[src/rtl/matrix_stream_loader_if.sv]
// Stream-side and consumer-side signal bundle for matrix_stream_loader.
// Ports: in_data/in_valid/in_ready byte stream; compute_done consumer handshake;
//        matrix_a/matrix_b committed flat matrices; read_ready, frame_err, busy status.
interface matrix_stream_loader_if #(
  parameter int MATRIX_N = 3,
  parameter int MATRIX_M = 3,
  parameter int WIDTH    = 16
) ();
  localparam int MAT_W = MATRIX_N * MATRIX_M * WIDTH;

  logic [7:0]       in_data;
  logic             in_valid;
  logic             in_ready;
  logic             compute_done;
  logic [MAT_W-1:0] matrix_a;
  logic [MAT_W-1:0] matrix_b;
  logic             read_ready;
  logic             frame_err;
  logic             busy;

  // Driven by the byte source / consumer.
  modport master (
    output in_data, in_valid, compute_done,
    input  in_ready, matrix_a, matrix_b, read_ready, frame_err, busy
  );

  // Implemented by the loader.
  modport slave (
    input  in_data, in_valid, compute_done,
    output in_ready, matrix_a, matrix_b, read_ready, frame_err, busy
  );
endinterface

[src/rtl/matrix_stream_loader.sv]
// Purpose: hunt for a sync byte, load two matrices from a byte stream, commit on good XOR checksum.
// Latency: matrices + read_ready one cycle after the checksum byte; frame_err pulse one cycle after a bad one.
// Backpressure: in_ready drops while matrices are presented, until compute_done is seen.
// Ports: clk, reset (sync, active-low); bus = matrix_stream_loader_if.slave carrying the byte
//        stream (in_data/in_valid/in_ready), compute_done, matrix_a/matrix_b, read_ready,
//        frame_err and busy.
module matrix_stream_loader #(
  parameter int         MATRIX_N  = 3,
  parameter int         MATRIX_M  = 3,
  parameter int         WIDTH     = 16,
  parameter logic [7:0] SYNC_BYTE = 8'hA5
) (
  input logic                   clk,
  input logic                   reset,
  matrix_stream_loader_if.slave bus
);

  localparam int ELEMS   = MATRIX_N * MATRIX_M;
  localparam int MAT_W   = ELEMS * WIDTH;
  localparam int STAGE_W = 2 * MAT_W;
  localparam int P       = STAGE_W / 8;
  localparam int CNT_W   = $clog2(P + 1);
  localparam logic [CNT_W-1:0] LAST = CNT_W'(P - 1);

  typedef enum logic [1:0] {HUNT, LOAD, CHECK, PRESENT} state_t;

  state_t             state_q, state_d;
  logic [CNT_W-1:0]   cnt_q;
  logic [7:0]         xor_q;
  logic [STAGE_W-1:0] stage_q;
  logic [MAT_W-1:0]   mat_a_q, mat_b_q;
  logic               frame_err_q;

  logic in_ready_c;
  logic accept;
  logic is_sync;
  logic chk_ok;
  logic busy_c;
  logic read_ready_c;

  assign in_ready_c = reset && (state_q != PRESENT);
  assign accept     = bus.in_valid && in_ready_c;
  assign is_sync    = (bus.in_data == SYNC_BYTE);
  assign chk_ok     = (bus.in_data == xor_q);

  always_ff @(posedge clk) begin
    if (!reset) state_q <= HUNT;
    else        state_q <= state_d;
  end

  always_comb begin
    state_d      = state_q;
    busy_c       = 1'b0;
    read_ready_c = 1'b0;
    case (state_q)
      HUNT: begin
        if (accept && is_sync) state_d = LOAD;
      end
      LOAD: begin
        busy_c = 1'b1;
        if (accept && (cnt_q == LAST)) state_d = CHECK;
      end
      CHECK: begin
        busy_c = 1'b1;
        if (accept) state_d = chk_ok ? PRESENT : HUNT;
      end
      PRESENT: begin
        read_ready_c = 1'b1;
        if (bus.compute_done) state_d = HUNT;
      end
      default: state_d = HUNT;
    endcase
  end

  // Payload bytes shift in from the top; after P bytes the first byte sits at bits [7:0].
  // Because elements arrive LSB-first and row-major, A then B, the staging word is
  // already laid out as {matrix_b, matrix_a}.
  always_ff @(posedge clk) begin
    if (!reset) begin
      cnt_q       <= '0;
      xor_q       <= '0;
      stage_q     <= '0;
      mat_a_q     <= '0;
      mat_b_q     <= '0;
      frame_err_q <= 1'b0;
    end else begin
      frame_err_q <= 1'b0;
      case (state_q)
        HUNT: begin
          if (accept && is_sync) begin
            cnt_q <= '0;
            xor_q <= '0;
          end
        end
        LOAD: begin
          if (accept) begin
            stage_q <= {bus.in_data, stage_q[STAGE_W-1:8]};
            xor_q   <= xor_q ^ bus.in_data;
            cnt_q   <= cnt_q + CNT_W'(1);
          end
        end
        CHECK: begin
          if (accept) begin
            if (chk_ok) begin
              mat_a_q <= stage_q[MAT_W-1:0];
              mat_b_q <= stage_q[STAGE_W-1:MAT_W];
            end else begin
              frame_err_q <= 1'b1;
              stage_q     <= '0;
            end
          end
        end
        default: ;
      endcase
    end
  end

  assign bus.in_ready   = in_ready_c;
  assign bus.busy       = busy_c;
  assign bus.read_ready = read_ready_c;
  assign bus.frame_err  = frame_err_q;
  assign bus.matrix_a   = mat_a_q;
  assign bus.matrix_b   = mat_b_q;

endmodule

[src/flat_wrapper.sv]
// flat-port wrapper written by rule: the top's interface ports become plain ports
module matrix_stream_loader_flat 
#(
  parameter int         MATRIX_N  = 3,
  parameter int         MATRIX_M  = 3,
  parameter int         WIDTH     = 16,
  parameter logic [7:0] SYNC_BYTE = 8'hA5
)
  (clk, reset, bus_in_data, bus_in_valid, bus_compute_done, bus_in_ready, bus_matrix_a, bus_matrix_b, bus_read_ready, bus_frame_err, bus_busy);
  matrix_stream_loader_if #(.MATRIX_N(MATRIX_N), .MATRIX_M(MATRIX_M), .WIDTH(WIDTH)) bus_i ();
  input logic clk;
  input logic reset;
  input wire logic [$bits(bus_i.in_data)-1:0] bus_in_data;
  input wire logic [$bits(bus_i.in_valid)-1:0] bus_in_valid;
  input wire logic [$bits(bus_i.compute_done)-1:0] bus_compute_done;
  output wire logic [$bits(bus_i.in_ready)-1:0] bus_in_ready;
  output wire logic [$bits(bus_i.matrix_a)-1:0] bus_matrix_a;
  output wire logic [$bits(bus_i.matrix_b)-1:0] bus_matrix_b;
  output wire logic [$bits(bus_i.read_ready)-1:0] bus_read_ready;
  output wire logic [$bits(bus_i.frame_err)-1:0] bus_frame_err;
  output wire logic [$bits(bus_i.busy)-1:0] bus_busy;
  assign bus_i.in_data = bus_in_data;
  assign bus_i.in_valid = bus_in_valid;
  assign bus_i.compute_done = bus_compute_done;
  assign bus_in_ready = bus_i.in_ready;
  assign bus_matrix_a = bus_i.matrix_a;
  assign bus_matrix_b = bus_i.matrix_b;
  assign bus_read_ready = bus_i.read_ready;
  assign bus_frame_err = bus_i.frame_err;
  assign bus_busy = bus_i.busy;
  matrix_stream_loader #(.MATRIX_N(MATRIX_N), .MATRIX_M(MATRIX_M), .WIDTH(WIDTH), .SYNC_BYTE(SYNC_BYTE)) u_core (.clk(clk), .reset(reset), .bus(bus_i));
endmodule
[config.mk]
export PLATFORM = sky130hd
export DESIGN_NAME = matrix_stream_loader_flat
export DESIGN_NICKNAME = d
export VERILOG_FILES = /design/src/rtl/matrix_stream_loader_if.sv /design/src/rtl/matrix_stream_loader.sv /design/src/flat_wrapper.sv
export SDC_FILE = /design/constraint.sdc
export NUM_CORES = 1
export LEC_CHECK = 0
export BUFFER_PORTS_ARGS = -buffer_cell sky130_fd_sc_hd__buf_2
export CAP_MARGIN = 20
export CORE_ASPECT_RATIO = 0.6
export CORE_UTILIZATION = 50
export DETAILED_ROUTE_END_ITERATION = 16
export MAX_ROUTING_LAYER = met4
export PLACE_DENSITY = 0.78
export SLEW_MARGIN = 10
export SYNTH_ARGS = -nofsm -noshare
export SYNTH_HDL_FRONTEND = slang
export SYNTH_SLANG_ARGS = --single-unit
[constraint.sdc]
create_clock -name clk -period 2.03 [get_ports clk]
set_clock_uncertainty 0.2 [all_clocks]
set_input_delay 0.406 -clock clk [delete_from_list [all_inputs] [get_ports clk]]
set_output_delay 0.406 -clock clk [all_outputs]
set_load 0.02 [all_outputs]
## After elaboration in Yosys (flattened, before gate mapping)

Cells that the tools add are included.

| storage, ports and cells | value |
|---|---|
| register bits | 593 |
| input port bits | 12 |
| output and inout bits | 292 |
| word-level logic and storage cells | 54 |

| cells by class | value |
|---|---|
| $add $sub $neg | 1 |
| equal/unequal tests | 13 |
| multiplexer cells | 19 |
| bitwise logic cells | 1 |
| reductions and logical operators | 13 |

Operators with widths:

| operator | count |
|---|---|
| $mux 288 | 3 |
| $pmux 288 s2 | 1 |
| $mux 8 | 2 |
| $pmux 8 s2 | 1 |
| $mux 6 | 2 |
| $pmux 6 s2 | 1 |
| $mux 2 | 5 |
| $reduce_and 3->1 | 3 |
| $eq 8x8->1 | 1 |
| $eq 8x8->1 const B | 1 |
| $ne 2x1->1 const B | 4 |
| $pmux 2 s4 | 1 |
| $reduce_and 4->1 | 2 |
| $xor 8x8->8 | 1 |
| $add 6x1->6 const B | 1 |
| $eq 6x6->1 const B | 1 |
| $ne 2x2->1 const B | 3 |
| $eq 2x2->1 const B | 2 |
| $logic_and 1x1->1 | 4 |
| $reduce_bool 2->1 | 2 |
| $mux 1 | 3 |
| $eq 2x1->1 const B | 1 |
| $logic_not 2->1 | 1 |
| $reduce_or 2->1 | 1 |

## Longest topological paths before layout

Gate-level depths: netlist of run 1.

| depth | value |
|---|---|
| depth after elaboration | 6 |
| depth in mapped cells | 10 |
| gate-level depth less buffers | 7 |

## Worst setup path before layout of run 1

Ideal clock, no wire load.

| path | value |
|---|---|
| path kind | register to register |
| start point | register u_core.state_q[0] |
| end point | register u_core.stage_q[267] |
| library setup time | 0.060 ns |
| data arrival time | 2.086 ns |
| data required time | 1.770 ns |
| setup slack | -0.316 ns |
| stages on the path, launching flop included | 8 |
| path buffers | 2 |
| clock period less this slack | 2.346 ns |
| cells stage by stage | dfxtp_1 inv_1 ha_1 nand2_1 a211oi_2 clkbuf_1 clkbuf_1 a22o_1 |

| on the way | value |
|---|---|
| word-level cells in the longest chain between the ends | 5 |
| elaborated cells on any way between the ends | 11 |
| those cells by class | 6 x eq/ne; 1 x mux; 4 x reduce/logical |

RTL lines:

| what | RTL line | source |
|---|---|---|
| start: declaration | matrix_stream_loader.sv:27 | `state_t state_q, state_d;` |
| start signal: assignment | matrix_stream_loader.sv:48 | `else state_q <= state_d;` |
| $ne 2x2->1 | matrix_stream_loader.sv:41 | `assign in_ready_c = reset && (state_q != PRESENT);` |
| $logic_and 1x1->1 | matrix_stream_loader.sv:41 |  |
| $logic_and 1x1->1 | matrix_stream_loader.sv:42 | `assign accept = bus.in_valid && in_ready_c;` |
| $ne 2x1->1 (no source line) | - |  |
| $reduce_and 4->1 (no source line) | - |  |
| end signal: assignment | matrix_stream_loader.sv:97 | `stage_q <= {bus.in_data, stage_q[STAGE_W-1:8]};` |
| end: declaration | matrix_stream_loader.sv:30 | `logic [STAGE_W-1:0] stage_q;` |

Parallel ways exist; a longest one is shown, timed or not.
A chain may end at the register's enable or synchronous reset.

## Worst setup path after layout of run 1

| path | value |
|---|---|
| start point | register u_core.state_q[0] |
| end point | register u_core.mat_a_q[78], in the netlist u_core.bus.matrix_a[78] |

| on the way | value |
|---|---|
| word-level cells in the longest chain between the ends | 4 |
| elaborated cells on any way between the ends | 5 |
| those cells by class | 2 x eq/ne; 3 x reduce/logical |

RTL lines:

| what | RTL line | source |
|---|---|---|
| $ne 2x2->1 | matrix_stream_loader.sv:41 |  |
| $logic_and 1x1->1 | matrix_stream_loader.sv:41 |  |
| $logic_and 1x1->1 | matrix_stream_loader.sv:42 |  |
| $reduce_and 3->1 (no source line) * | - |  |
| end signal: assignment | matrix_stream_loader.sv:105 | `mat_a_q <= stage_q[MAT_W-1:0];` |
| end: declaration | matrix_stream_loader.sv:31 | `logic [MAT_W-1:0] mat_a_q, mat_b_q;` |

Every way passes the cells marked *; elsewhere a longest branch is shown, timed or not.

==> results_tabular.tex, run 1 <==
\begin{tabular}{lr}
\hline
Metric & Value \\
\hline
\multicolumn{2}{l}{\textbf{Detailed routing}} \\
Post-route DRC violation count & 0 \\
DR vias & 16,700 \\
Routed Wire Length & 60.3 mm \\
Remaining antenna violation count & 0 \\
Post-detailed-route wirelength per cell & 20.6 um \\
Number of search-and-repair iterations in the first detailed-routing pass & 5 \\
Number of DRC violations after detailed-routing iteration 0 & 1,552 \\
Avg Vias per Cell & 5.72 \\
\multicolumn{2}{l}{\textbf{Clocking}} \\
TritonCTS buffer count & 50 \\
Clock latency of the later-clocked register in the worst-skew pair & 0.58 ns \\
Register clock-pin slew on the reported worst setup and hold paths & 0.07 ns \\
Number of sinks handled by clock tree synthesis & 593 \\
Clock tree from TritonCTS & done \\
Clock tree root buffer cell & clkbuf\_16 \\
Worst-case clock buffer depth & 3 \\
H-tree level count & 2 \\
\multicolumn{2}{l}{\textbf{Floorplan}} \\
Overall die width & 257 um \\
Cell Rows & 55 \\
Starting Density & 0.512 \\
Top-Level Pins & 304 \\
Core ar. & 0.0380 mm2 \\
Floorplan die area & 0.0397 mm2 \\
Vertical die dimension & 155 um \\
\multicolumn{2}{l}{\textbf{Placement}} \\
Placement-stage cell area & 0.0221 mm2 \\
Number of buffers added on ports & 303 \\
Placed instance count & 2,755 \\
DP Worst Slack & -0.373 ns \\
GP Congestion & 0.911 \\
Half-perimeter wire length after placement & 34.2 mm \\
\multicolumn{2}{l}{\textbf{Hold path}} \\
HP Class & input pin to flip-flop \\
\multicolumn{2}{l}{\textbf{Setup path}} \\
Combined buffer and inverter count along the critical path & 2 \\
Cell type of the slowest stage on the worst timing path & dfxtp\_4 \\
Largest stage delay on the critical path & 0.37 ns \\
WS Path Type & flip-flop to flip-flop \\
Critical Path Source Type & flip-flop \\
Setup crit end kind & flip-flop \\
CP Data Required Time & 2.32 ns \\
Top cell family by delay on the critical path & simple AND/OR/NAND/NOR gates \\
Cell breakdown of the critical path & ha\_4 > and3b\_2 > nand2\_2 > and3b\_4 > buf\_12 > clkbuf\_16 > nand2\_1 > a21oi\_1 \\
Arrival @ worst endpoint & 2.55 ns \\
Worst-path maximum fanout & 14 \\
\multicolumn{2}{l}{\textbf{Global routing}} \\
Number of global-route vias before repair & 14,700 \\
Global route overflow & 0 \\
Global-route wire length before repair & 81.0 mm \\
GRT Resource Usage Total & 0.259 \\
Pin count of the biggest net entering global routing & 112 \\
Initial antenna violation count & 1 \\
\multicolumn{2}{l}{\textbf{Synthesis}} \\
Post-synthesis instance total & 2,001 \\
Number of distinct standard cells referenced by the synthesized netlist & 32 \\
Post-synth EDFFs & 0 \\
Yosys top cell by area & dfxtp\_1 \\
Predominant post-synthesis flop cell & dfxtp\_1 \\
Ys Warns & 0 \\
Async set or reset register ratio after synthesis & 0 \\
Avg Cell Area, Syn & 9.71 um2 \\
Summed instance area of the synthesized netlist & 0.0194 mm2 \\
Share of Yosys cell area claimed by the top area cell type & 0.611 \\
Top cells by area, synth & dfxtp\_1 61\%, a22o\_1 13\%, nand2\_1 11\% \\
Synthesized netlist net count & 2,019 \\
Yosys reg bits & 593 \\
Part of the Yosys area used for sequential elements & 0.611 \\
\multicolumn{2}{l}{\textbf{Status}} \\
Result of the run & complete, but fails checks \\
Failing checks & negative setup slack \\
\multicolumn{2}{l}{\textbf{Final layout}} \\
Number of fillers in the final layout & 2,741 \\
Area added between synthesis and finish & 34.4\% \\
Area of all placed cells without fillers & 0.0261 mm2 \\
Fraction of layout cells with a size suffix above 1 & 0.311 \\
Post-layout instance count excluding filler cells & 2,919 \\
Core Util, Final & 0.688 \\
Number of nets in the finished design & 2,385 \\
\multicolumn{2}{l}{\textbf{Timing}} \\
Final hold vios & 0 \\
Max-slew violations & 0 \\
Max-slew headroom & 0.550 \\
Count of final setup violators & 584 \\
Slew @ Worst Pin & 0.675 ns \\
Timing-limited maximum frequency & 0.443 GHz \\
Worst Hold Slack & 0.0360 ns \\
Fin crit share & 1.11 \\
Setup ws final & -0.226 ns \\
Final critical delay including setup and external delays & 2.26 ns \\
Unrepaired setup endpoints after global routing & true \\
\multicolumn{2}{l}{\textbf{Pwr}} \\
Worst ir drop on vdd & 0.646 mV \\
Power density over the cells & 918 mW/mm2 \\
Cell leakage power & 10.6 nW \\
\multicolumn{2}{l}{\textbf{Flow run}} \\
Number of maximum-capacitance violations & 0 \\
\hline
\end{tabular}
## routing by layer
metal	vias to the layer above	wire length, um	global-route usage
li1	7639	-	-
met5	-	0	-
met2	774	27300	0.376
met3	128	5220	0.0413
met1	8149	25900	0.367
met4	0	1850	0.0859
## timing repair
| action | 4_1_cts | 5_1_grt |
|---|---|---|
| endpoints found under the setup margin | 584 | 590 |
| gates resized for setup | 57 | 224 |
| buffers inserted | 6 | 14 |
| hold buffers | 5 | 0 |
| endpoints found under the hold margin | 7 | 0 |
| cloned | 6 | 43 |
| pin swaps | 21 | 63 |
## registers in the layout (all words and copies together), names as in the netlist
register,cells
u_core.stage_q,288
u_core.bus.matrix_a,144
u_core.bus.matrix_b,144
u_core.xor_q,8
u_core.cnt_q,6
u_core.state_q,2
u_core.bus.frame_err,1
## metrics by stage
step / total power [mW] / TNS, ns
after floorplan: 13.1 / -7.74
after global placement: 13.5 / -173.42
after detailed placement: 13.6 / -167.25
after CTS: 23.8 / -27.44
after global routing: 24.7 / -85.28
final: 24.0 / -47.24
## worst min-delay path: cells and delay by family
| family | cells | cell delay (ns) |
|---|---|---|
| compound gates | 1 | 0.11 |
| buf+inv | 2 | 0.27 |
## Yosys cell counts, types with 2 or more instances
cell,n
nor2b_1,2
xor2_1,8
inv_1,7
a31oi_1,3
ha_1,6
nor4_4,2
buf_2,45
nor3b_1,5
and3b_1,2
nand3_1,4
nand2_1,589
xnor2_1,9
nor4bb_1,2
a22o_1,289
a21oi_1,290
buf_4,25
nand4_1,3
nor3_1,2
clkbuf_1,89
mux2i_1,4
nor2_1,12
dfxtp_1,593
## path summary, 6_finish.rpt
path | start | endpoint | slack, ns | cells past startpoint
max | u_core.state_q[0] | u_core.bus.matrix_a[78] | -0.23 | 8
min | bus_in_data[5] | u_core.stage_q[285] | 0.04 | 3
max reg2reg | u_core.state_q[0] | u_core.bus.matrix_a[78] | -0.23 | 8
min reg2reg | u_core.bus.matrix_b[116] | u_core.bus.matrix_b[116] | 0.25 | 2
## layout make-up
cell class / count / area, um2 / area share
clock inverters: 18 / 262 / 0.0100
diodes: 1 / 2.50 / 0.0000958
inverters: 7 / 38.8 / 0.00148
clock buffers: 72 / 1490 / 0.0569
flip-flops and latches: 593 / 11900 / 0.455
multi-input cells: 1242 / 7590 / 0.291
repair buffers: 473 / 4220 / 0.162
well taps: 513 / 642 / 0.0246
## logic make-up after synthesis
group / Yosys count / share of synthesized area
muxes: 4 / 0.00206
xor gates and xnor gates: 17 / 0.00766
AOI/OAI and AO/OA: 590 / 0.210
DFF: 593 / 0.611
adders and majority gates: 6 / 0.00386
and+or+nand+nor: 625 / 0.126
buffers and inverters: 166 / 0.0398
## report_power, final
group          internal (mW)  leakage, nW  switching [mW]
logic                  0.853         4.92            1.17
registers               11.7         4.78          0.0603
clock network           5.87        0.865            4.36
total                   18.4         10.6            5.59
## cells in the final DEF (no fill, tap or decap), drive strengths merged, types with 4 or more instances in the layout
cell type,instances
a22o,289
a21oi,290
nand3,4
clkbuf,102
dlygate4sd3,5
inv,9
mux2i,4
xor2,8
buf,438
nor3b,5
ha,6
clkinv,9
xnor2,9
bufinv,6
dfxtp,593
nor2,13
nand2,589
Power figures use the tool's default switching activity.
==> run 2, diff against run 1 <==
--- a/config.mk
+++ b/config.mk
@@ -10,6 +10,7 @@
 export CORE_ASPECT_RATIO = 0.6
 export CORE_UTILIZATION = 50
 export DETAILED_ROUTE_END_ITERATION = 16
+export GPL_TIMING_DRIVEN = 0
 export MAX_ROUTING_LAYER = met4
 export PLACE_DENSITY = 0.78
 export SLEW_MARGIN = 10
==> run 2 against run 1 <==
Largest power group unchanged. Final area shrank 4.9%. Sequential share of layout area up 2.4 points. The flow still finishes with violations (negative setup slack). Critical path type unchanged. Register-to-register slack lost 0.05 ns. Combinational power fell by 18%. First-iteration DRC count shrank 11%. Largest cell class unchanged. Critical path depth grew 2. Wire length is 10% lower. Total power shrank 0.96%. Die area unchanged. Sequential cell count unchanged. Non-clock buffer count up 24.
==> results_tabular.tex, run 2 (same netlist as run 1, synthesis figures left out) <==
\begin{tabular}{lr}
\hline
Metric & Value \\
\hline
\multicolumn{2}{l}{\textbf{Global routing}} \\
Global-route wire length before repair & 83.1 mm \\
Number of global-route vias before repair & 15,100 \\
Pin count of the biggest net entering global routing & 17 \\
Initial antenna violation count & 0 \\
Global route overflow & 0 \\
GRT Resource Usage Total & 0.268 \\
\multicolumn{2}{l}{\textbf{Pwr}} \\
Sw power & 5.44 mW \\
Relative contribution of combinational cells to total power & 0.070 \\
Sw Ratio & 0.229 \\
P\_int & 18.3 mW \\
Clock network fraction of design power & 0.436 \\
Power density over the cells & 956 mW/mm2 \\
Sequential share of power & 0.494 \\
Cell leakage power & 10.1 nW \\
Worst ir drop on vdd & 0.612 mV \\
\multicolumn{2}{l}{\textbf{Placement}} \\
Number of buffers added on ports & 303 \\
GP Congestion & 0.922 \\
DP Worst Slack & -1.23 ns \\
Half-perimeter wire length after placement & 37.7 mm \\
\multicolumn{2}{l}{\textbf{Timing}} \\
Final hold vios & 0 \\
Fin crit share & 1.14 \\
Final critical delay including setup and external delays & 2.30 ns \\
Slew @ Worst Pin & 0.834 ns \\
Count of final setup violators & 589 \\
Max-slew headroom & 0.444 \\
Unrepaired setup endpoints after global routing & true \\
Worst Hold Slack & 0.0307 ns \\
Setup ws final & -0.275 ns \\
Timing-limited maximum frequency & 0.434 GHz \\
Post-Route Setup TNS & -102.29 ns \\
Max-slew violations & 0 \\
\multicolumn{2}{l}{\textbf{Final layout}} \\
Register ranked first by flip-flop count & u\_core.stage\_q \\
Area added between synthesis and finish & 27.8\% \\
Commonest non-fill, non-tap cell in the layout & dfxtp\_1 \\
Number of nets in the finished design & 2,409 \\
Antenna diode count & 0 \\
Max reg flops & 288 \\
Highest-count cells in the layout ignoring fill and taps & 587 x dfxtp\_1, 577 x nand2\_1, 312 x buf\_2 \\
Fraction of layout cells with a size suffix above 1 & 0.257 \\
\multicolumn{2}{l}{\textbf{Floorplan}} \\
Core ar. & 0.0380 mm2 \\
Starting Density & 0.512 \\
Cell Rows & 55 \\
Floorplan die area & 0.0397 mm2 \\
Vertical die dimension & 155 um \\
Top-Level Pins & 304 \\
Overall die width & 257 um \\
\multicolumn{2}{l}{\textbf{Setup path}} \\
CP Data Required Time & 2.33 ns \\
Worst-path maximum fanout & 7 \\
R2R Setup Slk & -0.27 ns \\
Setup crit end kind & flip-flop \\
WS Path Type & flip-flop to flip-flop \\
Critical Path Source Type & flip-flop \\
Arrival @ worst endpoint & 2.60 ns \\
\multicolumn{2}{l}{\textbf{Clocking}} \\
Clock tree from TritonCTS & done \\
H-tree level count & 2 \\
Number of sinks handled by clock tree synthesis & 593 \\
Register clock-pin slew on the reported worst setup and hold paths & 0.07 ns \\
Clock latency of the later-clocked register in the worst-skew pair & 0.58 ns \\
TritonCTS buffer count & 50 \\
Clock tree root buffer cell & clkbuf\_16 \\
Worst-case clock buffer depth & 3 \\
\multicolumn{2}{l}{\textbf{Detailed routing}} \\
Avg Vias per Cell & 5.51 \\
Post-route DRC violation count & 0 \\
Remaining antenna violation count & 0 \\
Routed Wire Length & 54.1 mm \\
DR vias & 16,200 \\
Post-detailed-route wirelength per cell & 18.4 um \\
Number of DRC violations after detailed-routing iteration 0 & 1,384 \\
Number of search-and-repair iterations in the first detailed-routing pass & 5 \\
\multicolumn{2}{l}{\textbf{Hold path}} \\
HP Class & input pin to flip-flop \\
\multicolumn{2}{l}{\textbf{Flow run}} \\
Number of maximum-capacitance violations & 0 \\
\multicolumn{2}{l}{\textbf{Status}} \\
Result of the run & complete, but fails checks \\
Failing checks & negative setup slack \\
\hline
\end{tabular}
[run 2: timing repair]
item / in CTS / in global routing
setup endpoints to repair: 592 / 594
cloned: 2 / 3
hold buffers: 9 / 0
resized for setup: 132 / 112
pin swaps: 5 / 6
hold endpoints to repair: 13 / 0
buffers inserted: 20 / 2
[run 2: worst paths after layout]
path | start | end | depth (start not counted)
worst max-delay path | u_core.state_q[0] | u_core.bus.matrix_b[37] | 10
worst min-delay path | reset | u_core.xor_q[0] | 3
worst max register to register | u_core.state_q[0] | u_core.bus.matrix_b[37] | 10
worst min register to register | u_core.bus.matrix_b[137] | u_core.bus.matrix_b[137] | 2
[run 2: power by group through the flow]
stage                     clock [mW]  combinational, mW  sequential (mW)
after floorplan                    0               1.11             12.0
after global placement             0               1.41             12.0
after detailed placement           0               1.47             12.0
after CTS                       10.5               1.58             11.7
after global routing            11.0               1.79             11.7
final                           10.4               1.66             11.7
[run 2: per-stage QoR]
step	utilization	power [mW]	cells	area [um2]
floorplan	-	13.1	2001	19700
global placement	0.574	13.4	2817	21800
detailed placement	0.574	13.5	2817	21800
CTS	0.643	23.8	2940	24400
global route	0.654	24.5	2945	24800
finish	0.654	23.8	2945	24800
[run 2: cell type report]
| cell class | instances | area [um2] |
|---|---|---|
| well taps | 513 | 642 |
| clock inverters | 23 | 344 |
| multi-input cells | 1242 | 7100 |
| flip-flops and latches | 593 | 11900 |
| inverters | 7 | 28.8 |
| fillers | 2908 | 13200 |
| repair buffers | 339 | 1970 |
| clock buffers | 70 | 1460 |
| plain buffers | 158 | 1410 |
[run 2: routing by layer]
metal  wire length, um  global-route usage  vias to the layer above
met5                 0                   -                        -
met4              1870              0.0981                        0
met3              3880              0.0482                      122
met2             23500               0.389                      588
met1             24800               0.373                     7809
li1                  -                   -                     7699
[run 2: critical path: stages (launching register included)]
cell and delay [ns]:
dfxtp_4 0.37, ha_4 0.18, and3b_2 0.26, nand2_1 0.10, and3b_1 0.28, buf_6 0.15, buf_12 0.14, buf_12 0.16
clkbuf_16 0.15, nand2_1 0.08, a21oi_1 0.13
